<file path="src/rtl/status_handshake_tx.sv">
`default_nettype none
// ============================================================================
// Module      : status_handshake_tx
// Description : Sends a DATA_WIDTH status word to the Pico over a four-phase
//               req/ack handshake. A transfer starts on a status change, a
//               send strobe (queued while busy) or an idle heartbeat. Each ack
//               edge is timed out, and an abort is followed by a holdoff.
// Revision    : 1.0 - initial release
// ============================================================================
module status_handshake_tx #(
  parameter int DATA_WIDTH       = 4,
  parameter int SETUP_CYCLES     = 2,
  parameter int TIMEOUT_CYCLES   = 250_000,
  parameter int HEARTBEAT_CYCLES = 25_000_000
) (
  input  logic                  clk,
  input  logic                  internal_reset,
  input  logic [DATA_WIDTH-1:0] status_in,
  input  logic                  send_strobe,
  output logic [DATA_WIDTH-1:0] tx_data,
  output logic                  tx_req,
  input  logic                  tx_ack,
  output logic                  busy,
  output logic                  sent_pulse,
  output logic                  timeout_err
);

  // Counter widths follow each limit; the max() guard keeps a limit of 1 legal.
  localparam int c_setup_w = (SETUP_CYCLES > 1) ? $clog2(SETUP_CYCLES) : 1;
  localparam int c_tmo_w   = (TIMEOUT_CYCLES > 1) ? $clog2(TIMEOUT_CYCLES) : 1;
  localparam int c_hb_w    = (HEARTBEAT_CYCLES > 1) ? $clog2(HEARTBEAT_CYCLES) : 1;

  localparam logic [c_setup_w-1:0] c_setup_last = c_setup_w'(SETUP_CYCLES - 1);
  localparam logic [c_tmo_w-1:0]   c_tmo_last   = c_tmo_w'(TIMEOUT_CYCLES - 1);
  localparam logic [c_hb_w-1:0]    c_hb_last    = c_hb_w'(HEARTBEAT_CYCLES - 1);

  typedef enum logic [2:0] {
    IDLE        = 3'd0,
    SETUP       = 3'd1,
    WAIT_ACK_HI = 3'd2,
    WAIT_ACK_LO = 3'd3,
    HOLDOFF     = 3'd4
  } state_t;

  state_t                r_state;
  logic                  r_ack_meta;
  logic                  r_ack_s;
  logic [DATA_WIDTH-1:0] r_tx_data;
  logic [DATA_WIDTH-1:0] r_last_sent;
  logic                  r_tx_req;
  logic                  r_busy;
  logic                  r_sent_pulse;
  logic                  r_timeout_err;
  logic                  r_pending;
  logic [c_setup_w-1:0]  r_setup_cnt;
  logic [c_tmo_w-1:0]    r_tmo_cnt;
  logic [c_hb_w-1:0]     r_hb_cnt;
  logic                  w_trigger;

  // Any reason to (re)send the status word; only acted on in IDLE.
  assign w_trigger = (status_in != r_last_sent) || send_strobe || r_pending ||
                     (r_hb_cnt == c_hb_last);

  // Two-flop synchronizer: tx_ack comes from the Pico clock domain.
  always_ff @(posedge clk or posedge internal_reset) begin
    if (internal_reset) begin
      r_ack_meta <= 1'b0;
      r_ack_s    <= 1'b0;
    end else begin
      r_ack_meta <= tx_ack;
      r_ack_s    <= r_ack_meta;
    end
  end

  // Handshake FSM with all outputs registered; async reset drops tx_req at once.
  always_ff @(posedge clk or posedge internal_reset) begin
    if (internal_reset) begin
      r_state       <= IDLE;
      r_tx_data     <= '0;
      r_last_sent   <= '0;
      r_tx_req      <= 1'b0;
      r_busy        <= 1'b0;
      r_sent_pulse  <= 1'b0;
      r_timeout_err <= 1'b0;
      r_pending     <= 1'b0;
      r_setup_cnt   <= '0;
      r_tmo_cnt     <= '0;
      r_hb_cnt      <= '0;
    end else begin
      r_sent_pulse <= 1'b0;
      // A strobe that cannot start a transfer right now is remembered; any
      // number of them collapse into one flag. A start below overrides this.
      if (send_strobe) begin
        r_pending <= 1'b1;
      end

      case (r_state)
        IDLE: begin
          if (w_trigger && !r_ack_s) begin
            r_tx_data   <= status_in;
            r_state     <= SETUP;
            r_busy      <= 1'b1;
            r_pending   <= 1'b0;
            r_hb_cnt    <= '0;
            r_setup_cnt <= '0;
          end else if (r_hb_cnt != c_hb_last) begin
            r_hb_cnt <= r_hb_cnt + 1'b1;
          end
        end

        SETUP: begin
          if (r_setup_cnt == c_setup_last) begin
            r_tx_req  <= 1'b1;
            r_tmo_cnt <= '0;
            r_state   <= WAIT_ACK_HI;
          end else begin
            r_setup_cnt <= r_setup_cnt + 1'b1;
          end
        end

        WAIT_ACK_HI: begin
          if (r_ack_s) begin
            r_tx_req  <= 1'b0;
            r_tmo_cnt <= '0;
            r_state   <= WAIT_ACK_LO;
          end else if (r_tmo_cnt == c_tmo_last) begin
            r_tx_req      <= 1'b0;
            r_timeout_err <= 1'b1;
            r_tmo_cnt     <= '0;
            r_state       <= HOLDOFF;
          end else begin
            r_tmo_cnt <= r_tmo_cnt + 1'b1;
          end
        end

        WAIT_ACK_LO: begin
          if (!r_ack_s) begin
            r_last_sent   <= r_tx_data;
            r_sent_pulse  <= 1'b1;
            r_timeout_err <= 1'b0;
            r_busy        <= 1'b0;
            r_state       <= IDLE;
          end else if (r_tmo_cnt == c_tmo_last) begin
            r_tx_req      <= 1'b0;
            r_timeout_err <= 1'b1;
            r_tmo_cnt     <= '0;
            r_state       <= HOLDOFF;
          end else begin
            r_tmo_cnt <= r_tmo_cnt + 1'b1;
          end
        end

        HOLDOFF: begin
          // last_sent was not updated, so a changed word retries from IDLE.
          if (r_tmo_cnt == c_tmo_last) begin
            r_busy  <= 1'b0;
            r_state <= IDLE;
          end else begin
            r_tmo_cnt <= r_tmo_cnt + 1'b1;
          end
        end

        default: begin
          r_tx_req <= 1'b0;
          r_busy   <= 1'b0;
          r_state  <= IDLE;
        end
      endcase
    end
  end

  assign tx_data     = r_tx_data;
  assign tx_req      = r_tx_req;
  assign busy        = r_busy;
  assign sent_pulse  = r_sent_pulse;
  assign timeout_err = r_timeout_err;

endmodule
`default_nettype wire

</file>
<file path="config.mk">
export PLATFORM = sky130hd
export DESIGN_NAME = status_handshake_tx
export DESIGN_NICKNAME = d
export VERILOG_FILES = /design/src/rtl/status_handshake_tx.sv
export SDC_FILE = /design/constraint.sdc
export NUM_CORES = 1
export LEC_CHECK = 0
export CELL_PAD_IN_SITES_DETAIL_PLACEMENT = 1
export CELL_PAD_IN_SITES_GLOBAL_PLACEMENT = 1
export CORE_ASPECT_RATIO = 0.7
export CORE_MARGIN = 3
export CORE_UTILIZATION = 47
export DETAILED_ROUTE_END_ITERATION = 8
export HOLD_SLACK_MARGIN = 0.03
export PLACE_DENSITY = 0.88
export SKIP_LAST_GASP = 1
export SLEW_MARGIN = 5
export SYNTH_ARGS = -nofsm -noshare
export SYNTH_HDL_FRONTEND = slang
export SYNTH_SLANG_ARGS = --single-unit
</file>
<file path="constraint.sdc">
create_clock -name clk -period 2.6 [get_ports clk]
set_clock_uncertainty 0.1 [all_clocks]
set_input_delay 0.52 -clock clk [delete_from_list [all_inputs] [get_ports clk]]
set_output_delay 0.52 -clock clk [all_outputs]
set_load 0.005 [all_outputs]
</file>
### Word level (Yosys, flattened, before mapping)

Index checks and enable logic that the tools add are counted.

| storage, ports and cells | value |
|---|---|
| bits in registers | 62 |
| input bits | 8 |

| cells by class | value |
|---|---|
| bitwise operators | 3 |
| mux-type cells | 36 |
| add/subtract/negate cells | 3 |
| reductions and logical operators | 21 |
| eq/ne operators | 15 |

Operator list:

| operator | count |
|---|---|
| 2-to-1 mux 18 bit | 5 |
| case mux 18 bit (4 select lines) | 1 |
| 2-to-1 mux 25 bit | 2 |
| adder 25 x 1 -> 25 bit (second input constant) | 1 |
| == test 25 bit (second input constant) | 1 |
| != test 25 bit (second input constant) | 1 |
| adder 18 x 1 -> 18 bit (second input constant) | 1 |
| == test 18 bit (second input constant) | 1 |
| 2-to-1 mux 3 bit | 6 |
| 2-to-1 mux 1 bit | 17 |
| case mux 3 bit (5 select lines) | 1 |
| != test 2 bit (second input constant) | 7 |
| AND reduction 2 bit | 5 |
| case mux 1 bit (4 select lines) | 2 |
| AND reduction 4 bit | 2 |
| == test 3 x 2 -> 1 bit (second input constant) | 2 |
| AND reduction 3 bit | 2 |
| nonzero test 2 bit | 3 |
| != test 4 bit | 1 |
| case mux 1 bit (2 select lines) | 2 |
| nonzero test 4 bit | 1 |
| OR reduction 2 bit | 2 |
| == test 3 x 1 -> 1 bit (second input constant) | 1 |
| == test 3 bit (second input constant) | 1 |
| other kinds (6) | 10 |

### Logic depth before layout (Yosys ltp)

Gate-level depths: netlist of run 1.

| logic depth | value |
|---|---|
| word-level depth | 7 |
| depth in mapped cells | 9 |

### Worst setup path before layout of run 1

OpenSTA, ideal clock, no wires.

| timing | value |
|---|---|
| kind | reg-to-reg |
| start point | reg r_hb_cnt[9] |
| end point | reg r_tx_data[0] (netlist: tx_data[0]) |
| data arrival time | 1.989 ns |
| setup slack | 0.386 ns |
| clock period less this slack | 2.214 ns |
| stages on the path, launching flop included | 7 |
| cell sequence | dfrtp_1 or4b_1 nor4_2 nand2_1 a31o_2 nor2_4 mux2_2 |

| on the way | value |
|---|---|
| cells in the longest elaborated chain, start to end | 4 |

RTL lines:

| what | RTL line | text |
|---|---|---|
| start, declared | 57 | `logic [c_hb_w-1:0] r_hb_cnt;` |
| start signal, assigned | 107 | `r_hb_cnt <= r_hb_cnt + 1'b1;` |
| == test 25 bit | 62 | `(r_hb_cnt == c_hb_last);` |
| logical OR 1 bit | 61 | `assign w_trigger = (status_in != r_last_sent) \|\| send_strobe \|\| r_pending \|\|` |
| logical AND 1 bit | 99 | `if (w_trigger && !r_ack_s) begin` |
| AND reduction 2 bit (no source line) | - |  |
| end signal, assigned | 100 | `r_tx_data <= status_in;` |
| end, declared | 48 | `logic [DATA_WIDTH-1:0] r_tx_data;` |

Every way passes these cells.
A chain may end at the register's enable or synchronous reset.

### Final worst setup path of run 1

| timing | value |
|---|---|
| start point | reg r_hb_cnt[9] |
| end point | reg r_state[1] |

| on the way | value |
|---|---|
| cells in the longest elaborated chain, start to end | 5 |

RTL lines:

| what | RTL line | text |
|---|---|---|
| == test 25 bit | 62 |  |
| logical OR 1 bit | 61 |  |
| logical AND 1 bit | 99 |  |
| != test 2 bit (no source line) | - |  |
| AND reduction 3 bit (no source line) | - |  |
| end signal, assigned | 78 | `r_state <= IDLE;` |
| end signal, assigned | 101 | `r_state <= SETUP;` |
| end signal, assigned | 115 | `r_state <= WAIT_ACK_HI;` |
| end, declared | 45 | `state_t r_state;` |

Every way passes these cells.

==> results of run 1 <==
==> path summary, 6_finish.rpt <==
path	from	to
max in group asynchronous	internal_reset	r_ack_meta
min in group asynchronous	internal_reset	r_tmo_cnt[8]
hold / removal	r_ack_meta	r_ack_s
setup reg to reg	r_hb_cnt[9]	r_state[1]
setup / recovery	r_hb_cnt[9]	r_state[1]
hold reg to reg	r_ack_meta	r_ack_s
==> kinds of logic after synthesis <==
| logic type | after synthesis | share of synthesized area, % |
|---|---|---|
| AO/OA/AOI/OAI | 34 | 6.881 |
| flip-flops | 62 | 48.48 |
| adder cells (fa/ha/maj) | 2 | 0.7817 |
| XOR/XNOR | 41 | 11.22 |
| multiplexers | 8 | 2.815 |
| buffers and inverters | 20 | 2.502 |
| AND/OR/NAND/NOR | 173 | 27.33 |
==> registers in the layout, indices dropped and copies added (netlist names), 3 cells and up <==
| signal | count |
|---|---|
| r_hb_cnt | 25 |
| r_tmo_cnt | 18 |
| r_last_sent | 4 |
| tx_data | 4 |
| r_state | 3 |
==> timing repair <==
| action | 4_1_cts | 5_1_grt |
|---|---|---|
| setup buffers | 0 | 0 |
| resized for setup | 0 | 2 |
| setup endpoints to repair | 0 | 24 |
| hold buffers | 0 | 0 |
==> stage by stage <==
| stage | instance area, sq um | setup slack (ns) | hold slack [ns] | utilization (%) | power, mW |
|---|---|---|---|---|---|
| after floorplan | 3201 | 0.3864 | 0.2312 | - | 1.873 |
| after global placement | 3510 | 0.2323 | 0.2343 | 54.87 | 2.204 |
| after detailed placement | 3510 | 0.1306 | 0.2442 | 54.87 | 2.293 |
| after CTS | 3665 | 0.1459 | 0.2585 | 57.30 | 3.032 |
| after global routing | 3677 | 0.06169 | 0.2806 | 57.49 | 3.214 |
| final | 3677 | 0.1642 | 0.2599 | 57.49 | 3.026 |
==> synth_stat cells (10+ instances only) <==
library cell  number
and3_1            10
dfrtp_1           62
nand2_1           30
nand3_1           19
nand4_1           11
nor2_1            53
nor3_1            17
o21ai_0           11
xnor2_1           24
xor2_1            17
==> final cells by class <==
type                    count  area, sq um  area share, %
clock inverters             5        27.53         0.7486
inverters                   8        30.03         0.8166
well taps                  91        113.9          3.096
multi-input cells         258         1578          42.91
flip-flops and latches     62         1551          42.19
clock buffers              10        127.6          3.471
repair buffers             26        249.0          6.771
==> metal layers <==
layer	GRT usage (%)	share of wire [%]	up-vias
li1	-	-	1234
met1	31.41	45	1353
met2	38.84	46	91
met3	5.998	5.5	24
met4	10.48	2.8	0
met5	0	0	-
==> power groups by stage <==
stage	clock [mW]	combinational, mW	sequential, mW
3_3_place_gp	0	0.931	1.27
5_1_grt	0.776	1.12	1.31
4_1_cts	0.718	1.03	1.29
2_1_floorplan	0	0.626	1.25
6_report	0.708	1.03	1.29
3_5_place_dp	0	0.998	1.30
==> impl_metrics.ini, run 1 <==
[synthesis]
ys_seq_area_share_pct = 48.48
syn_inst = 340
synth_top_cell_area_share_pct = 48.48
synth_top_area_cell = dfrtp_1
synthArstFlopShare_pct = 100.0
syn-num-nets = 350
yosysUniqueCellTypes = 44
yosysWarnings = 0
synth_top_flop_cell = dfrtp_1
syn_avg_cell_area_sq_um = 9.413
synth-edff-count = 0
syn_area_sq_mm = 0.003201
ys_ff_latch = 62
synth_area_leaders = dfrtp_1 (48%), xnor2_1 (6.6%), nor2_1 (6.2%)

[sta]
worstMarginPinSlew_ns = 0.6318
slew_viol_final = 0
period_share_pct = 93.68
period_needed_ns = 2.436
final_hold_viol_count = 0
fin_setup_tns_ns = 0
maxSlewHeadroom_pct = 57.88
setup_viol = 0
rsz0062_at_grt = no
max_freq_mhz = 410.5

[clocking]
root_buffer = clkbuf_8
clk_latency_ns = 0.34
cts_made_buffers = 9
clk_pin_slew_ns = 0.07
cts_tree = done
clock_sinks = 62
clk_path_buf_depth = 2
h-tree-depth = 3

[floorplan]
core_sq_mm = 0.006396
die_area_sq_mm = 0.007851
die_w_um = 104.6
start_util_pct = 50.04
ios = 16
row_count = 24
fp.dieH_um = 75.04

[min_path]
holdCritPathClass = reg2reg
holdPathStages = 0

[cells_and_area]
drive_gt1_share_pct = 11.38
final_common_cell = dfrtp_1
syn_to_final_growth_pct = 14.89
n_antenna_cell = 0
nets = 375
fillers = 742
layout_common_cells = dfrtp_1 (62), nor2_1 (53), nand2_1 (30)
finalNonFillerCells = 460

[worst_setup_path]
critPathLaunchType = flip-flop
worst_ep_required_time_ns = 2.71
cp.arrival_ns = 2.54
crit_family = simple AND/OR/NAND/NOR gates
critPathBufInv = 0
r2r_cells = 6
slowest_stage = or4b_1
r2r_slack_ns = 0.16
worst-path-stages = 6
endpoint_kind = flip-flop
worstSetupPathType = reg2reg
path_cells = or4b_1, nor4_4, nand2_1, a31o_2, and2_4, a211oi_1
worstPathMaxFanout = 5
max_stage_delay_ns = 0.60

[drt]
first_iter_violations = 200
avgViaCountPerCell = 5.874
drtAntennaViolNets = 0
via_count = 2702
wire_per_inst_um = 18.80
drt-total-wl_mm = 8.650
drtPass1Iterations = 4
drc = 0

[grt]
grt_pass1_vias = 2906
grt_overflow_total = 0
grt_pass1_wl_mm = 14.84
antenna_found_initial = 0
grt_max_degree = 63
grt_usage_pct = 24.02

[power]
p_comb_share_pct = 34.0
clockPowerShare_pct = 23.4
pwr-share-seq_pct = 42.6
p_sw_mw = 1.134
p_per_area_mw_per_mm2 = 823.0
swShare_pct = 37.47
leakagePower_nw = 1.565
irDropWorstVdd_mv = 0.3124
power.internal_mw = 1.892

[run_status]
status = completed

[run]
cap_violations = 0

[placement]
gp_congestion = 0.7954
post-dp-hpwl_mm = 5.694
io_buffers = 15
dp.cells = 445
Note: power is estimated with default switching activity, not from simulation.
==> run 2, diff against run 1 <==
CORE_UTILIZATION = 49   (was 47)
DONT_BUFFER_PORTS = 1   (was not set)
PLACE_DENSITY = 0.87   (was 0.88)
==> impl_metrics.ini, run 2 (synthesis gave the netlist of run 1 again) <==
[clocking]
cts_made_buffers = 9
h-tree-depth = 3
clk_latency_ns = 0.36
ctsResizeCount = 0
clk_path_buf_depth = 2
clk_pin_slew_ns = 0.08
cts_tree = done
root_buffer = clkbuf_8
clock_sinks = 62

[worst_setup_path]
endpoint = r_tmo_cnt[14]
path_cells = nor4_1, nand3_1, nor2_1, nand3_1, a31oi_1, buf_4, nor2_1
worst_ep_required_time_ns = 2.74
r2r_end = r_tmo_cnt[14]
max_stage_delay_ns = 0.50
worstSetupPathType = reg2reg
r2r_cells = 7
slowest_stage = nor4_1
r2r_slack_ns = 0.09
cp.arrival_ns = 2.65
timing.rr.start = r_tmo_cnt[4]
endpoint_kind = flip-flop
crit_start = r_tmo_cnt[4]
critPathLaunchType = flip-flop
worstPathMaxFanout = 14

[cells_and_area]
fillers = 688
final_cell_area_sq_mm = 0.003578
finalNonFillerCells = 433
largest_reg_flops = 25
layout_common_cells = dfrtp_1 (62), nor2_1 (53), nand2_1 (30)
nets = 363
n_antenna_cell = 0
multi_input_area_sq_mm = 0.001569
reg_top3 = r_hb_cnt x25, r_tmo_cnt x18
final_common_cell = dfrtp_1
top_register = r_hb_cnt
regArea_sq_mm = 0.001551
drive_gt1_share_pct = 12.57
syn_to_final_growth_pct = 11.81

[drt]
avgViaCountPerCell = 6.171
first_iter_violations = 116
via_count = 2672
wire_per_inst_um = 19.30
drtPass1Iterations = 4
drt-total-wl_mm = 8.357
drtAntennaViolNets = 0
drc = 0

[sta]
worstMarginPinSlew_ns = 0.6481
period_share_pct = 96.72
setup_viol = 0
rsz0062_at_grt = no
fin_setup_tns_ns = 0
maxSlewHeadroom_pct = 56.46
slew_viol_final = 0
max_freq_mhz = 397.7
final_hold_viol_count = 0
period_needed_ns = 2.515

[grt]
grt_usage_pct = 24.51
antenna_found_initial = 0
grt_pass1_vias = 2757
grt_max_degree = 45
grt_overflow_total = 0
grt_pass1_wl_mm = 14.04

[floorplan]
die_area_sq_mm = 0.007553
die_w_um = 102.6
core_sq_mm = 0.006015
start_util_pct = 53.21
row_count = 23
ios = 16
fp.dieH_um = 73.62

[placement]
gp_congestion = 0.8107
placed_area_sq_mm = 0.003354
io_buffers = 0
post-dp-hpwl_mm = 5.759
dp.cells = 416

[min_path]
holdPathStages = 0
holdCritPathClass = in2reg

[power]
leakagePower_nw = 1.545
p_total_mw = 3.142
irDropWorstVdd_mv = 0.3388
p_per_area_mw_per_mm2 = 877.9

[run_status]
status = completed

[run]
cap_violations = 0
[run 2: changes by cell type in the layout (fill, tap and decap cells not counted), sizes merged]
cell | previous run | this run
clkdlybuf4s50 | 15 | 0
buf | 11 | 13
bufinv | 0 | 2
clkinv | 4 | 3
dlygate4sd3 | 0 | 1
[run 2: worst max-delay path, delay by kind of cell, from the launching register on]
family,cells,cell delay [ns]
AOI/OAI and AO/OA,1,0.21
DFF,1,0.45
and+or+nand+nor,5,1.40
buffers and inverters,1,0.23
[run 2: final cells by class]
class | count | area share [%]
clock buffers | 10 | 3.566
repair buffers | 14 | 3.357
multi-input cells | 258 | 43.85
clock inverters | 6 | 2.413
inverters | 8 | 0.8392
flip-flops and latches | 62 | 43.36
well taps | 75 | 2.622
[run 2: stage by stage]
| stage | utilization, % | hold slack [ns] | worst slack [ns] |
|---|---|---|---|
| 6_report | 59.50 | 0.08601 | 0.08536 |
| 4_1_cts | 59.50 | 0.07769 | 0.1395 |
| 3_5_place_dp | 55.77 | 0.2529 | 0.1497 |
| 5_1_grt | 59.50 | 0.07539 | 0.005172 |
| 3_3_place_gp | 55.77 | 0.2381 | 0.2755 |
| 2_1_floorplan | - | 0.2312 | 0.3864 |
[run 2: report_power, final]
part / total, mW / internal [mW] / switching [mW]
registers: 1.30 / 1.12 / 0.180
clock network: 0.936 / 0.538 / 0.398
logic: 0.902 / 0.349 / 0.553
total: 3.14 / 2.01 / 1.13
[run 2: metal layers]
layer / share of wire [%] / up-vias / wire length [um] / global-route usage, %
met5: 0 / - / 0 / 0
met3: 6.6 / 17 / 555 / 5.882
met4: 2.1 / 0 / 174 / 10.48
met1: 46 / 1351 / 3856 / 34.10
met2: 45 / 92 / 3771 / 36.55
li1: - / 1212 / - / -
[run 2: repair_timing]
item,4_1_cts,5_1_grt
buffers inserted,0,0
setup endpoints to repair,0,0
hold buffers,1,0
hold endpoints to repair,18,0
[run 2: worst min path at each step]
stage	startpoint	end	slack, ns
final	tx_ack	r_ack_meta	0.09
after global routing	tx_ack	r_ack_meta	0.08
after global placement	r_ack_meta	r_ack_s	0.24
after detailed placement	r_ack_meta	r_ack_s	0.25
after floorplan	r_ack_meta	r_ack_s	0.23
after CTS	tx_ack	r_ack_meta	0.08
==> run 3, diff against run 2 <==
SLEW_MARGIN = not set   (was 5)
==> results of run 3 <==
No change in the layout: final DEF, timing and power equal those of run 2.
